===== src/rtl/proc_fetch_unit.sv =====
// TinyRV1 fetch stage: owns the fetch PC, issues in-order imem requests under
// a two-credit scheme, buffers responses and drives the F/D pipeline register.
module proc_fetch_unit #(
    parameter logic [31:0] RESET_PC = 32'h0000_0000
) (
    input  logic        clk,
    input  logic        rst,
    input  logic [1:0]  c2d_pc_sel_F,
    input  logic        c2d_reg_en_F,
    input  logic [31:0] jr_target_D,
    input  logic [31:0] jal_target_D,
    input  logic [31:0] br_target_X,
    output logic        imemreq_val,
    input  logic        imemreq_rdy,
    output logic [31:0] imemreq_addr,
    input  logic        imemresp_val,
    input  logic [31:0] imemresp_data,
    output logic [31:0] inst_D,
    output logic [31:0] pc_D,
    output logic        inst_val_D
);

    logic [31:0] pc_F_q, pc_F_d;
    logic [1:0]  infl_q, infl_d;
    logic [1:0]  drop_q, drop_d;

    logic [31:0] pcq_mem_q [2];
    logic        pcq_wr_q, pcq_rd_q;

    logic [31:0] buf_inst_q [2];
    logic [31:0] buf_pc_q [2];
    logic        buf_wr_q, buf_rd_q;
    logic [1:0]  occ_q, occ_d;

    logic [31:0] inst_D_q, inst_D_d;
    logic [31:0] pc_D_q, pc_D_d;
    logic        val_D_q, val_D_d;

    logic        accept;
    logic        resp_ok;
    logic        resp_keep;
    logic [31:0] resp_pc;
    logic        redirect;
    logic        advance;
    logic        pop;
    logic        bypass;
    logic        push;

    // Credits cover both outstanding requests and buffered responses
    assign imemreq_val  = ~rst & (({1'b0, infl_q} + {1'b0, occ_q}) < 3'd2);
    assign imemreq_addr = pc_F_q;

    assign accept    = imemreq_val & imemreq_rdy;
    assign resp_ok   = imemresp_val & (infl_q != 2'd0);
    assign resp_keep = resp_ok & (drop_q == 2'd0);
    assign resp_pc   = pcq_mem_q[pcq_rd_q];

    assign redirect = (c2d_pc_sel_F != 2'd0);
    assign advance  = ~redirect & c2d_reg_en_F;
    assign pop      = advance & (occ_q != 2'd0);
    assign bypass   = advance & (occ_q == 2'd0) & resp_keep;
    assign push     = ~redirect & resp_keep & ~bypass;

    assign infl_d = infl_q + {1'b0, accept} - {1'b0, resp_ok};
    assign occ_d  = occ_q + {1'b0, push} - {1'b0, pop};

    always_comb begin
        drop_d = drop_q;
        if (redirect) begin
            drop_d = infl_d;
        end else if (resp_ok && drop_q != 2'd0) begin
            drop_d = drop_q - 2'd1;
        end
    end

    always_comb begin
        pc_F_d = pc_F_q;
        unique case (c2d_pc_sel_F)
            2'd1: pc_F_d = jr_target_D;
            2'd2: pc_F_d = jal_target_D;
            2'd3: pc_F_d = br_target_X;
            default: begin
                if (accept) begin
                    pc_F_d = pc_F_q + 32'd4;
                end
            end
        endcase
    end

    always_comb begin
        inst_D_d = inst_D_q;
        pc_D_d   = pc_D_q;
        val_D_d  = val_D_q;
        if (redirect) begin
            inst_D_d = 32'h0;
            pc_D_d   = 32'h0;
            val_D_d  = 1'b0;
        end else if (c2d_reg_en_F) begin
            if (pop) begin
                inst_D_d = buf_inst_q[buf_rd_q];
                pc_D_d   = buf_pc_q[buf_rd_q];
                val_D_d  = 1'b1;
            end else if (bypass) begin
                inst_D_d = imemresp_data;
                pc_D_d   = resp_pc;
                val_D_d  = 1'b1;
            end else begin
                inst_D_d = 32'h0;
                pc_D_d   = 32'h0;
                val_D_d  = 1'b0;
            end
        end
    end

    always_ff @(posedge clk) begin
        if (rst) begin
            pc_F_q   <= RESET_PC;
            infl_q   <= 2'd0;
            drop_q   <= 2'd0;
            pcq_wr_q <= 1'b0;
            pcq_rd_q <= 1'b0;
            buf_wr_q <= 1'b0;
            buf_rd_q <= 1'b0;
            occ_q    <= 2'd0;
            inst_D_q <= 32'h0;
            pc_D_q   <= 32'h0;
            val_D_q  <= 1'b0;
        end else begin
            pc_F_q   <= pc_F_d;
            infl_q   <= infl_d;
            drop_q   <= drop_d;
            inst_D_q <= inst_D_d;
            pc_D_q   <= pc_D_d;
            val_D_q  <= val_D_d;
            if (accept) begin
                pcq_wr_q <= ~pcq_wr_q;
            end
            if (resp_ok) begin
                pcq_rd_q <= ~pcq_rd_q;
            end
            // Redirect discards every buffered wrong-path instruction
            if (redirect) begin
                buf_wr_q <= 1'b0;
                buf_rd_q <= 1'b0;
                occ_q    <= 2'd0;
            end else begin
                if (push) begin
                    buf_wr_q <= ~buf_wr_q;
                end
                if (pop) begin
                    buf_rd_q <= ~buf_rd_q;
                end
                occ_q <= occ_d;
            end
        end
    end

    always_ff @(posedge clk) begin
        if (accept) begin
            pcq_mem_q[pcq_wr_q] <= pc_F_q;
        end
        if (push) begin
            buf_inst_q[buf_wr_q] <= imemresp_data;
            buf_pc_q[buf_wr_q]   <= resp_pc;
        end
    end

    assign inst_D     = inst_D_q;
    assign pc_D       = pc_D_q;
    assign inst_val_D = val_D_q;

endmodule

===== config.mk =====
export PLATFORM = sky130hd
export DESIGN_NAME = proc_fetch_unit
export DESIGN_NICKNAME = d
export VERILOG_FILES = /design/src/rtl/proc_fetch_unit.sv
export SDC_FILE = /design/constraint.sdc
export NUM_CORES = 1
export LEC_CHECK = 0
export CAP_MARGIN = 20
export CORE_ASPECT_RATIO = 1.4
export CORE_MARGIN = 2
export CORE_UTILIZATION = 52
export CTS_CLUSTER_DIAMETER = 150
export DETAILED_ROUTE_END_ITERATION = 10
export HOLD_SLACK_MARGIN = 0.08
export PLACE_DENSITY = 0.77
export RECOVER_POWER = 100
export SYNTH_ARGS = -nofsm -noshare
export SYNTH_HDL_FRONTEND = slang
export SYNTH_SLANG_ARGS = --single-unit

===== constraint.sdc =====
create_clock -name clk -period 5.2 [get_ports clk]
set_input_delay 0.78 -clock clk [delete_from_list [all_inputs] [get_ports clk]]
set_output_delay 0.78 -clock clk [all_outputs]
set_load 0.05 [all_outputs]

==> Yosys cells after proc, flatten, opt, wreduce, memory -nomap -nowiden <==
Memories as Yosys holds them, arrays and structs flattened. A register that Yosys moved wholly into a read port is not among the register bits.
Index checks and enable logic that the tools add are counted.
{ "classes": {"n_addsub": 7, "n_mul": 0, "div_mod_pow": 0, "n_lt_le_gt_ge": 1, "eq_ne": 3, "shift": 0, "n_mux": 20, "bitwise_logic": 17, "reduce_logical": 10} }
{ "op_table": {"columns": ["op", "n"], "rows": [
  ["$mux 32", 5],
  ["$pmux 32 s3", 1],
  ["$add 32x3->32 const B", 1],
  ["$mux 1", 12],
  ["$and 1x1->1", 10],
  ["$reduce_bool 2->1", 5],
  ["$not 1->1", 7],
  ["$add 2x1->2", 2],
  ["$eq 2x2->1 const B", 2],
  ["$logic_not 2->1", 2],
  ["$mux 2", 2],
  ["$reduce_bool 4->1", 1],
  ["$sub 2x1->2", 2],
  ["$add 2x2->3", 1],
  ["$lt 3x2->1 const B", 1],
  ["$eq 2x1->1 const B", 1],
  ["$reduce_or 2->1", 1],
  ["$sub 2x1->2 const B", 1],
  ["$logic_and 1x1->1", 1]
]} }
{ "totals": {"reg_bits": 107, "latch_bits": 0, "ramBits": 192, "romBits": 0, "input_bits": 135, "word_cells": 72, "n_memories": 3} }
{ "mem_list": {"columns": ["memory", "depth", "width", "rd", "rd_clocked_by_memory_dff", "write_ports", "line_no", "rtl"], "rows": [
  ["buf_inst_q", 2, 32, 1, 1, 1, "30", "logic [31:0] buf_inst_q [2];"],
  ["buf_pc_q", 2, 32, 1, 1, 1, "31", "logic [31:0] buf_pc_q [2];"],
  ["pcq_mem_q", 2, 32, 1, 1, 1, "27", "logic [31:0] pcq_mem_q [2];"]
]} }

==> Depth between registers and ports, before layout <==
{ "depth": {"ltp_word": 9, "depth_mapped": 14, "ltp_nobuf": 12} }

==> Worst setup path after synthesis <==
No wires, ideal clock.
{ "synth_path": {"kind": "input port to flip-flop", "startpoint": "input port c2d_pc_sel_F[1]", "endpoint": "memory buf_inst_q[0][0] (enable)", "setup_ps": 486, "arrival_time_ps": 4292, "slack_ps": 422, "path_stages": 6, "cell_sequence": "buf_2 nor2_2 nand3_1 a21oi_1 inv_1 nor2_1"} }
{ "synth_between": {"elab_chain_cells": 9, "elab_cells_between_ends": 10, "classes_between": "2 x mux; 7 x bitwise; 1 x reduce/logical"} }
{ "synth_rtl": {"columns": ["item", "line_no", "rtl"], "rows": [
  ["start: declaration", "8", "input logic [1:0] c2d_pc_sel_F,"],
  ["$reduce_bool 2->1 *", "58", "assign redirect = (c2d_pc_sel_F != 2'd0);"],
  ["$not 1->1 *", "59, 62", null],
  ["$and 1x1->1", "59", "assign advance = ~redirect & c2d_reg_en_F;"],
  ["$and 1x1->1 (2 in a row)", "61", "assign bypass = advance & (occ_q == 2'd0) & resp_keep;"],
  ["$not 1->1", "62", "assign push = ~redirect & resp_keep & ~bypass;"],
  ["$and 1x1->1 *", "62", null],
  ["$mux 1 *", "162", "if (push) begin"],
  ["$mux 1 (not written as such) *", "163", "buf_inst_q[buf_wr_q] <= imemresp_data;"],
  ["end: declaration", "30", null]
]} }
Mark *: on every way between the ends. The rest lies on a longest branch, timed or not.

==> Worst setup path after layout <==
{ "layout_path": {"startpoint": "input port rst", "endpoint": "output port imemreq_val"} }
{ "layout_between": {"elab_chain_cells": 2} }
{ "layout_rtl": {"columns": ["item", "line_no", "rtl"], "rows": [
  ["start: declaration", "7", "input logic rst,"],
  ["$not 1->1", "50", "assign imemreq_val = ~rst & (({1'b0, infl_q} + {1'b0, occ_q}) < 3'd2);"],
  ["$and 1x1->1", "50", null],
  ["end: declaration", "13", "output logic imemreq_val,"]
]} }
Every way passes these cells.

==> out/qor.yml <==
setup_viol: 0
grt_util_met1: 0.289
cts_resized: 0
crit_path_end_kind: "output port"
crit_start: "rst"
dr.pass1.iters: 5
final.setup.tns_ns: 0
rows: 67
p_int_mw: 4.15
sw_frac_of_total: 0.242
ios: 233
r2r_slack_ns: 1.16
htreeDepth: 1
die_x_um: 135
grt_pass1_wl_um: 48500
worstReg2RegStart: "occ_q[0]"
ys_seq_area_frac: 0.632
grt_use_met3: 0.0360
tightest_slew_ns: 1.99
grt_pass1_vias: 9224
drive_above_1_share: 0.0677
grt_max_degree: 71
nNetsFinal: 1377
vias_per_cell: 5.67
place_congestion: 0.878
antenna_left: 0
dieArea_mm2: 0.0254
use_met2: 0.435
ys_top_cells_by_area: "edfxtp_1 46%, dfxtp_1 17%, mux2i_1 6.3%, mux2_2 3.9%, a21oi_1 3.5%"
crit_chain: "dlygate4sd3_1 -> clkbuf_1 -> nor3_1 -> dlygate4sd3_1"
drc: 0
crit_type: "in -> out"
arrival_ns: 3.37
grt_use_total: 0.240
skew_ns: 0.0101
synth_top_area_share: 0.459
p_comb_frac: 0.133
violations: "max-capacitance violations, max-slew violations"
synth_area_leader_cell: "edfxtp_1"
drv_cap: 2
antenna_cells: 0
r2r_end: "drop_q[1]"
finalInstanceArea_mm2: 0.0160
io_buffers: 232
hold_path_class: "reg -> reg"
cts_tree: "built"
worst_slack_ns: 1.05
die_height_um: 188
core-area_mm2: 0.0238
max_freq_ghz: 0.241
netlist_instances: 1021
cts.path.max_buffers: 3
clock-root-buffer: "clkbuf_16"
start_kind: "input pin"
power_mw: 5.47
finalHoldViolCount: 0
busiest_layer: "met2"
critPathMostFrequentCell: "dlygate4sd3_1"
slew_headroom: -0.326
vias: 8875
switching_power_mw: 1.32
postCtsSetupBuffers: 0
synthDistinctLibCells: 51
async_reset_ff_frac: 0
outcome: "finished, violations left"
ys_warn_count: 0
grt_antenna_before_repair: 0
reg2regPathDepth: 13
drt_iter0_drc: 589
synth-edff-count: 192
ys_dominant_reg_cell: "edfxtp_1"
postCtsHoldBufs: 0
peakVddDrop_mv: 0.208
cpMaxStageDelayCell: "clkbuf_1"
cts_num_sinks: 301
hold_start: "imemreq_addr[0]"
pwr-share-seq: 0.507
rsz0062_at_grt: "no"
dp_hpwl_um: 19300
slowest_delay_ns: 0.90
gr-total-overflow: 0
placed_area_mm2: 0.0152
drt_wl_total_um: 30100
syn-num-nets: 1163
cts_buffers: 27
area_delta_synth_final_pct: 27.5
cp.required_ns: 4.42
finalCriticalPeriod_ns: 4.15
clkPwrFrac: 0.360
p_leak_nw: 5.45
slew_violations: 66
wl_per_cell_um: 19.2
floorplan.initialDensity: 0.528
syn_area_per_cell_um2: 12.3
fin_crit_sh: 0.799
crit_end: "imemreq_val"
synth_area_mm2: 0.0126
ys_seq_elements: 301
crit_fanout: 26
place_ws_ns: 1.67
powerDensity_mw_per_mm2: 341
cts.clk_slew.worst_paths_ns: 0.06
clock_latency_ns: 0.52
[final cells by class]
class,instances,area [µm²]
Timing Repair Buffer,247,2430
Clock buffer,42,802
Fill cell,1787,7780
Multi-Input combinational cell,583,4090
Inverter,75,282
Tap cell,310,388
Clock inverter,7,88.8
Sequential cell,301,7950
[placed cells by master (no fill, tap or decap), types with 14 or more instances in the layout]
cell type / synthesis / layout
dfxtp_1: 109 / 108
o21ai_0: 14 / 14
dlygate4sd3_1: 0 / 132
clkbuf_16: 0 / 27
a21oi_1: 89 / 89
mux2_1: 0 / 32
clkdlybuf4s50_1: 0 / 98
mux4_2: 14 / 14
nand3_1: 22 / 22
edfxtp_1: 192 / 192
nor2_1: 107 / 106
o22ai_1: 68 / 68
mux2i_1: 79 / 79
inv_1: 74 / 75
nand2_1: 26 / 25
[critical path: cells and delay by family]
family / cells / cell delay, ns
buf+inv: 3 / 2.48
simple gates: 1 / 0.10
[metal layers]
metal	vias to the layer above	routed length (µm)	share of wire
li1	4200	-	-
met1	4292	11800	0.39
met2	323	15700	0.52
met3	60	1690	0.056
met4	0	886	0.029
met5	-	0	0
[power groups by stage]
stage          clock [mW]  sequential, mW  combinational, mW
2_1_floorplan           0            2.88              0.405
3_3_place_gp            0            2.81              0.752
3_5_place_dp            0            2.82              0.763
4_1_cts              2.01            2.77              0.773
5_1_grt              2.09            2.78              0.788
6_report             1.97            2.77              0.727
[synthesized netlist by cell type, types with 3 or more instances]
cell type,number
mux4_2,14
nor2b_1,4
o221ai_1,3
o22ai_1,68
dfxtp_1,109
buf_1,20
inv_1,74
clkbuf_1,30
and2_0,5
o21ai_0,14
xnor2_1,10
a31oi_1,3
ha_1,6
nand3_1,22
a211oi_1,6
and4_1,6
a221oi_1,5
nor3_1,9
edfxtp_1,192
xor2_1,6
mux2_2,43
a21oi_1,89
buf_2,12
and2_1,8
nor4_1,4
nand4_1,12
mux2i_1,79
and3_1,4
nor2_1,107
nand2_1,26
o311ai_0,3
[registers in the layout (all words and copies together), names as in the netlist, 2 cells and up, named ones only]
name          count
buf_inst_q       64
infl_q            2
inst_D           32
pcq_mem_q        64
drop_q            2
buf_pc_q         64
imemreq_addr     32
occ_q             2
pc_D             32
[cells by family (layout without fill, tap and decap cells)]
family                     count (synthesis)  in the layout  synth area share
muxes                                    136            136             0.127
DFF                                      301            301             0.632
buffers and inverters                    137            371            0.0421
AOI/OAI and AO/OA                        206            206            0.0981
adders and majority gates                  7              7           0.00757
xor gates and xnor gates                  16             16            0.0112
and+or+nand+nor                          218            218            0.0821
[worst min path at each step]
stage,endpoint,slack [ns],cells past startpoint
floorplan,flip-flop,0.47,2
global placement,flip-flop,0.48,2
detailed placement,pcq_mem_q[1][0],0.49,0
CTS,pcq_mem_q[1][0],0.51,0
global route,pcq_mem_q[0][1],0.52,0
finish,pcq_mem_q[1][0],0.50,0
[through the flow]
| step | cells | hold WS (ns) | util |
|---|---|---|---|
| 3_5_place_dp | 1516 | 0.489 | 0.638 |
| 4_1_cts | 1565 | 0.506 | 0.675 |
| 6_report | 1565 | 0.497 | 0.673 |
| 5_1_grt | 1565 | 0.522 | 0.673 |
| 3_3_place_gp | 1516 | 0.480 | 0.638 |
| 2_1_floorplan | 1021 | 0.472 | - |
No activity file was read; power rests on OpenSTA's default activity.
